==> src/rtl/ppu_sprite_eval.sv <==
// Per-scanline sprite range evaluator: scans all 128 OAM entries from a rotatable
// start index and collects up to 32 in-range sprite indices into the line list.
module ppu_sprite_eval (
  input  logic        clock,
  input  logic        reset_n,
  input  logic        start,
  input  logic [7:0]  line,
  input  logic [2:0]  obj_size,
  input  logic [6:0]  first_sprite,
  output logic [6:0]  loam_addr,
  input  logic [15:0] loam_q,
  output logic [6:0]  hoam_addr,
  input  logic [1:0]  hoam_q,
  output logic        list_we,
  output logic [4:0]  list_idx,
  output logic [6:0]  list_data,
  output logic        busy,
  output logic        done,
  output logic        range_over,
  output logic [5:0]  count
);

  typedef enum logic [1:0] {IDLE, SCAN, DRAIN, FINISH} state_t;

  state_t      state, state_next;
  logic [7:0]  line_r;
  logic [2:0]  size_r;
  logic [6:0]  issue_cnt;
  logic        eval_valid;
  logic [6:0]  eval_idx;
  logic [6:0]  w_dim, h_dim;
  logic [7:0]  dy;
  logic [8:0]  x_sum;
  logic        y_ok, x_ok, match, overflow, accept, last_issue;

  assign accept     = (state == IDLE) && start;
  assign last_issue = (issue_cnt == 7'd127);
  assign hoam_addr  = loam_addr;
  assign busy       = (state != IDLE);
  assign done       = (state == FINISH);

  always_comb begin
    w_dim = 7'd8;
    h_dim = 7'd8;
    case (size_r)
      3'd0: begin w_dim = hoam_q[1] ? 7'd16 : 7'd8;  h_dim = w_dim; end
      3'd1: begin w_dim = hoam_q[1] ? 7'd32 : 7'd8;  h_dim = w_dim; end
      3'd2: begin w_dim = hoam_q[1] ? 7'd64 : 7'd8;  h_dim = w_dim; end
      3'd3: begin w_dim = hoam_q[1] ? 7'd32 : 7'd16; h_dim = w_dim; end
      3'd4: begin w_dim = hoam_q[1] ? 7'd64 : 7'd16; h_dim = w_dim; end
      3'd5: begin w_dim = hoam_q[1] ? 7'd64 : 7'd32; h_dim = w_dim; end
      3'd6: begin w_dim = hoam_q[1] ? 7'd32 : 7'd16; h_dim = hoam_q[1] ? 7'd64 : 7'd32; end
      default: begin w_dim = hoam_q[1] ? 7'd32 : 7'd16; h_dim = 7'd32; end
    endcase
  end

  // A sprite with x8 set is on the line only if at least one pixel reaches
  // screen x >= 0, i.e. X + w > 256; X == 0 with x8 set is always accepted.
  always_comb begin
    dy       = line_r - loam_q[15:8];
    y_ok     = (dy < {1'b0, h_dim});
    x_sum    = {1'b0, loam_q[7:0]} + {2'b00, w_dim};
    x_ok     = !hoam_q[0] || (loam_q[7:0] == 8'd0) || (x_sum > 9'd256);
    match    = eval_valid && y_ok && x_ok;
    overflow = match && (count == 6'd32);
  end

  always_comb begin
    state_next = state;
    case (state)
      IDLE:   if (start) state_next = SCAN;
      SCAN: begin
        if (overflow)        state_next = FINISH;
        else if (last_issue) state_next = DRAIN;
      end
      DRAIN:  if (overflow || !eval_valid) state_next = FINISH;
      FINISH: state_next = IDLE;
      default: state_next = IDLE;
    endcase
  end

  always_ff @(posedge clock or negedge reset_n) begin
    if (!reset_n) state <= IDLE;
    else          state <= state_next;
  end

  always_ff @(posedge clock or negedge reset_n) begin
    if (!reset_n) begin
      line_r     <= 8'd0;
      size_r     <= 3'd0;
      loam_addr  <= 7'd0;
      issue_cnt  <= 7'd0;
      eval_valid <= 1'b0;
      eval_idx   <= 7'd0;
      list_we    <= 1'b0;
      list_idx   <= 5'd0;
      list_data  <= 7'd0;
      range_over <= 1'b0;
      count      <= 6'd0;
    end else begin
      list_we    <= 1'b0;
      eval_valid <= (state == SCAN) && !overflow;
      eval_idx   <= loam_addr;
      if (accept) begin
        line_r     <= line;
        size_r     <= obj_size;
        loam_addr  <= first_sprite;
        issue_cnt  <= 7'd0;
        count      <= 6'd0;
        range_over <= 1'b0;
      end
      if (state == SCAN) begin
        issue_cnt <= issue_cnt + 7'd1;
        if (!last_issue && !overflow) loam_addr <= loam_addr + 7'd1;
      end
      if (match && (count < 6'd32)) begin
        list_we   <= 1'b1;
        list_idx  <= count[4:0];
        list_data <= eval_idx;
        count     <= count + 6'd1;
      end
      if (overflow) range_over <= 1'b1;
    end
  end

endmodule

==> config.mk <==
export PLATFORM = sky130hd
export DESIGN_NAME = ppu_sprite_eval
export DESIGN_NICKNAME = d
export VERILOG_FILES = /design/src/rtl/ppu_sprite_eval.sv
export SDC_FILE = /design/constraint.sdc
export NUM_CORES = 1
export LEC_CHECK = 0
export ABC_AREA = 1
export CAP_MARGIN = 0
export CORE_MARGIN = 3
export CORE_UTILIZATION = 50
export CTS_CLUSTER_DIAMETER = 80
export DETAILED_ROUTE_END_ITERATION = 6
export GPL_ROUTABILITY_DRIVEN = 0
export PLACE_DENSITY_LB_ADDON = 0.25
export SYNTH_ARGS = -nofsm -noshare
export SYNTH_HDL_FRONTEND = slang
export SYNTH_SLANG_ARGS = --single-unit
==> constraint.sdc <==
create_clock -name clock -period 4 [get_ports clock]
set_clock_uncertainty 0.05 [all_clocks]
set_input_delay 0.6 -clock clock [delete_from_list [all_inputs] [get_ports clock]]
set_output_delay 0.6 -clock clock [all_outputs]
set_load 0.01 [all_outputs]
==> reports/qor_table.md <==
| Parameter | This run |
|:---|:---|
| Result of the run | finished, final reports clean |
| Area of combinational cells with multiple inputs | 1490 sq um |
| Width of the die | 85.3 microns |
| Synthesized-area fraction occupied by and/or/nand/nor cells | 25.1% |
| Clock tree from TritonCTS | built |
| Height of the die | 85.3 microns |
| Wirelength, routed | 6570 microns |
| Initial antenna violation count | 0 |
| NetSw | 1.12 mW |
| Comb pwr share | 51.9% |
| Overall Global Routing Usage | 19.6% |
| Number of cells traversed by the worst register-to-register path | 19 |
| Setup TNS | 0 ps |
| Initial DRC Count | 109 |
| Count of yosys warnings during synthesis | 0 |
| P per Cell Area | 672 nW/um^2 |
| Post-Syn Area | 3140 sq um |
| Number of diodes | 0 |
| Count of endpoints failing hold in the final timing report | 0 |
| Largest net degree at the start of global routing | 44 |
| Deepest clock path buffer count | 2 |
| Clock tree sinks | 55 |
| Final std cell area, no fill | 4010 sq um |
| Core Region | 5990 sq um |
| Finish-stage setup viols | 0 |
| Mean cell area of the mapped netlist | 8.00 sq um |
| Iteration count of the initial detailed-routing pass | 4 |
| Max-slew headroom | 37.5% |
| Number of buffers created by CTS | 5 |
| Quantity of gates resized following cts | 0 |
| Cells after synthesis | 393 |
| Path type of the worst min-delay path | in -> async |
| RR Startpoint | line_r[2]$_DFFE_PN0P_ |
| Post-synthesis share of cell area spent on full adders, half adders and majority gates | 9.39% |
| Via Count | 2,687 |
| Internal power summed over all cells | 1.58 mW |
| Unique masters post-synth | 36 |
| Static Leakage | 2.01 nW |
| Row count | 28 |
| Top routing layer in use | met4 |
| WP data arrival | 3470 ps |
| DRC violations left | 0 |
| HPWL after DPL | 4930 microns |
| Cell at the slowest stage of the critical path | sky130_fd_sc_hd__clkdlybuf4s50_1 |
| Number of buffers inserted by port buffering | 74 |
| Xor and xnor fraction of the mapped netlist area | 3.34% |
| Worst setup path category | in -> reg |
| Compound-gate portion of the synthesized area | 8.75% |
| Buffer type at the clock tree root | sky130_fd_sc_hd__clkbuf_8 |
| Syn Nets | 455 |
| Reg-to-reg slack, setup | 1110 ps |
| Area taken by flip-flops and latches | 1380 sq um |
| Mux share of post-synthesis cell area | 0.676% |
| Hold-fix buffers, CTS | 0 |
| Main combinational cell family by area after synthesis | simple AND/OR/NAND/NOR gates |
| RSZ-0062 raised after global routing | false |
| Cell Chain, Critical Path | clkdlybuf4s50_1 -> inv_1 -> ha_1 -> nand2_1 -> inv_2 -> nand2_1 -> nand2_1 -> nand2_1 -> nand2_1 -> nand2_1 -> nand2_1 -> a21oi_1 -> xnor2_1 -> ha_1 -> nor2_1 -> nand3_1 -> a21oi_4 -> nand3_4 -> inv_2 -> nand2_1 -> o21ai_1 |
| Initial Utilization | 52.5% |
| Number of H-tree levels | 2 |
| Maximum operating frequency | 0.306 GHz |
| Clk pin slew, worst setup/hold paths | 100 ps |
| Max-Cap Viols | 0 |
| Aggregate global routing overflow | 0 |
| Setup crit start | loam_q[10] |
| Wire length of the first global-routing pass | 11,600 microns |
| Routed wire length on met3 | 286 microns |
| Post-route minimum period | 3270 ps |
| Fraction of the yosys area taken by sequential cells | 43.8% |
| Share of post-route cells with drive strength above 1 | 5.41% |
| Number of nets with antenna violations after routing | 0 |
| Top Ports | 75 |
| Cell area after placement | 3900 sq um |
| Flip-flop and latch count after synthesis | 55 |
| Vias in the first global route | 2,622 |
| Setup Fix Bufs, Post-CTS | 0 |
| Number of nets in the layout | 523 |
| Final worst-path cycle share | 81.7% |
| Routed wire length on met2 | 3260 microns |
| Total power | 2.69 mW |
| Length of routed wiring on met1 | 2930 microns |
| Post-Route Hold Slack | 367 ps |
| Final Non-Filler Cells | 537 |
| Average routed wire per standard cell | 12.2 microns |
| Required arrival time at the worst endpoint | 4200 ps |
| CP Capture Type | flip-flop |
| Clock latency reported for the late side of the worst-skew pair | 310 ps |
| Transition at the pin with the smallest max-transition slack | 938 ps |
| Overall die area | 7280 sq um |
| Placed cell count | 529 |
| Synthesis-to-finish area growth | 27.5% |
| Highest fanout seen on the critical path | 25 |
| Startpoint Class | primary input |
| Capture point of the worst reg-to-reg path | count[2]$_DFFE_PN0P_ |
| Number of slew-limit violations in the final report | 0 |
| Part of the power in registers | 34.2% |
| Number of filler cells placed in the layout | 495 |
| Slowest cell delay on critical path | 450 ps |
| Vias per std cell | 5.00 |
| Switching part of the total power | 41.5% |
| Highest ir drop seen on vdd | 0.000455 V |
| Most used cell along the critical path | sky130_fd_sc_hd__nand2_1 |
| Clock Power Share | 14.0% |
## through the flow
step	worst slack (ps)	utilization, %
after floorplan	1210	-
after global placement	471	65.0
after detailed placement	421	65.0
after CTS	704	66.9
after global routing	418	66.9
final	731	66.9
## registers in the layout, indices dropped and copies added (netlist names)
| signal | cells |
|---|---|
| count | 6 |
| eval_idx | 7 |
| eval_valid | 1 |
| hoam_addr | 7 |
| issue_cnt | 7 |
| line_r | 8 |
| list_data | 7 |
| list_idx | 5 |
| list_we | 1 |
| range_over | 1 |
| size_r | 3 |
| state | 2 |
## power by group through the flow
| stage | clock network, mW | logic (mW) | registers (mW) |
|---|---|---|---|
| 3_3_place_gp | 0 | 1.35 | 0.929 |
| 6_report | 0.376 | 1.40 | 0.920 |
| 5_1_grt | 0.405 | 1.59 | 0.953 |
| 4_1_cts | 0.385 | 1.41 | 0.923 |
| 2_1_floorplan | 0 | 0.944 | 0.932 |
| 3_5_place_dp | 0 | 1.40 | 0.934 |
## cell families (layout without fill, tap and decap cells)
group,Yosys count,in the layout
buf+inv,65,134
fa+ha+maj,23,23
mux,2,2
compound gates,45,45
simple gates,191,191
xor+xnor,12,12
flops,55,55
## Yosys cell counts (all sizes together)
master / n / area share [%]
a21oi: 9 / 2.0
xnor2: 3 / 0.84
o21bai: 1 / 0.24
o22ai: 1 / 0.40
fa: 1 / 0.64
clkbuf: 4 / 0.48
or2: 2 / 0.40
mux2: 1 / 0.36
buf: 11 / 2.5
nor2: 25 / 3.0
nor3: 4 / 0.64
o31ai: 3 / 0.72
a21boi: 1 / 0.24
nand2: 135 / 16
ha: 22 / 8.8
o21ai: 26 / 4.1
o211ai: 3 / 0.72
nand4: 2 / 0.40
a22o: 1 / 0.28
mux2i: 1 / 0.32
dfrtp: 55 / 44
nand3b: 1 / 0.24
inv: 50 / 6.0
nand3: 22 / 4.1
xor2: 9 / 2.5
## metal layers
layer  GRT usage [%]  vias up
met2            33.8       53
met5               0        -
met3            3.69       10
li1                -     1368
met1            24.9     1256
met4            5.76        0
## how the worst max path moves through the flow
stage | depth (start not counted) | slack (ps) | to
after CTS | 19 | 700 | count[2]$_DFFE_PN0P_
after global routing | 21 | 420 | count[5]$_DFFE_PN0P_
after global placement | 21 | 470 | count[2]$_DFFE_PN0P_
after floorplan | 21 | 1210 | state[0]$_DFFE_PN0P_
final | 21 | 730 | count[2]$_DFFE_PN0P_
after detailed placement | 19 | 420 | count[2]$_DFFE_PN0P_
## cell type report
type	count	share of cell area [%]
Clock inverter	2	0.968
Sequential cell	55	34.3
Inverter	50	4.68
Timing Repair Buffer	76	18.7
Clock buffer	6	1.81
Multi-Input combinational cell	273	37.1
Tap cell	75	2.34
## cell usage in the layout, fill, tap and decap left out, types with 2 or more instances in the layout
cell / count
sky130_fd_sc_hd__a21oi_1: 6
sky130_fd_sc_hd__a21oi_2: 2
sky130_fd_sc_hd__buf_4: 2
sky130_fd_sc_hd__clkbuf_8: 5
sky130_fd_sc_hd__clkdlybuf4s50_1: 73
sky130_fd_sc_hd__dfrtp_1: 55
sky130_fd_sc_hd__ha_1: 22
sky130_fd_sc_hd__inv_1: 46
sky130_fd_sc_hd__inv_2: 4
sky130_fd_sc_hd__nand2_1: 133
sky130_fd_sc_hd__nand3_1: 20
sky130_fd_sc_hd__nand4_1: 2
sky130_fd_sc_hd__nor2_1: 25
sky130_fd_sc_hd__nor3_1: 4
sky130_fd_sc_hd__o211ai_1: 3
sky130_fd_sc_hd__o21ai_0: 17
sky130_fd_sc_hd__o21ai_1: 9
sky130_fd_sc_hd__o31ai_1: 3
sky130_fd_sc_hd__or2_2: 2
sky130_fd_sc_hd__xnor2_1: 3
sky130_fd_sc_hd__xor2_1: 9
## critical path: cells and delay by family
family                     cells  cell delay (ps)
xor gates and xnor gates       1              100
and+or+nand+nor               11             1020
buffers and inverters          4              760
adders and majority gates      2              510
AOI/OAI and AO/OA              3              470
No activity file was read; power rests on OpenSTA's default activity.
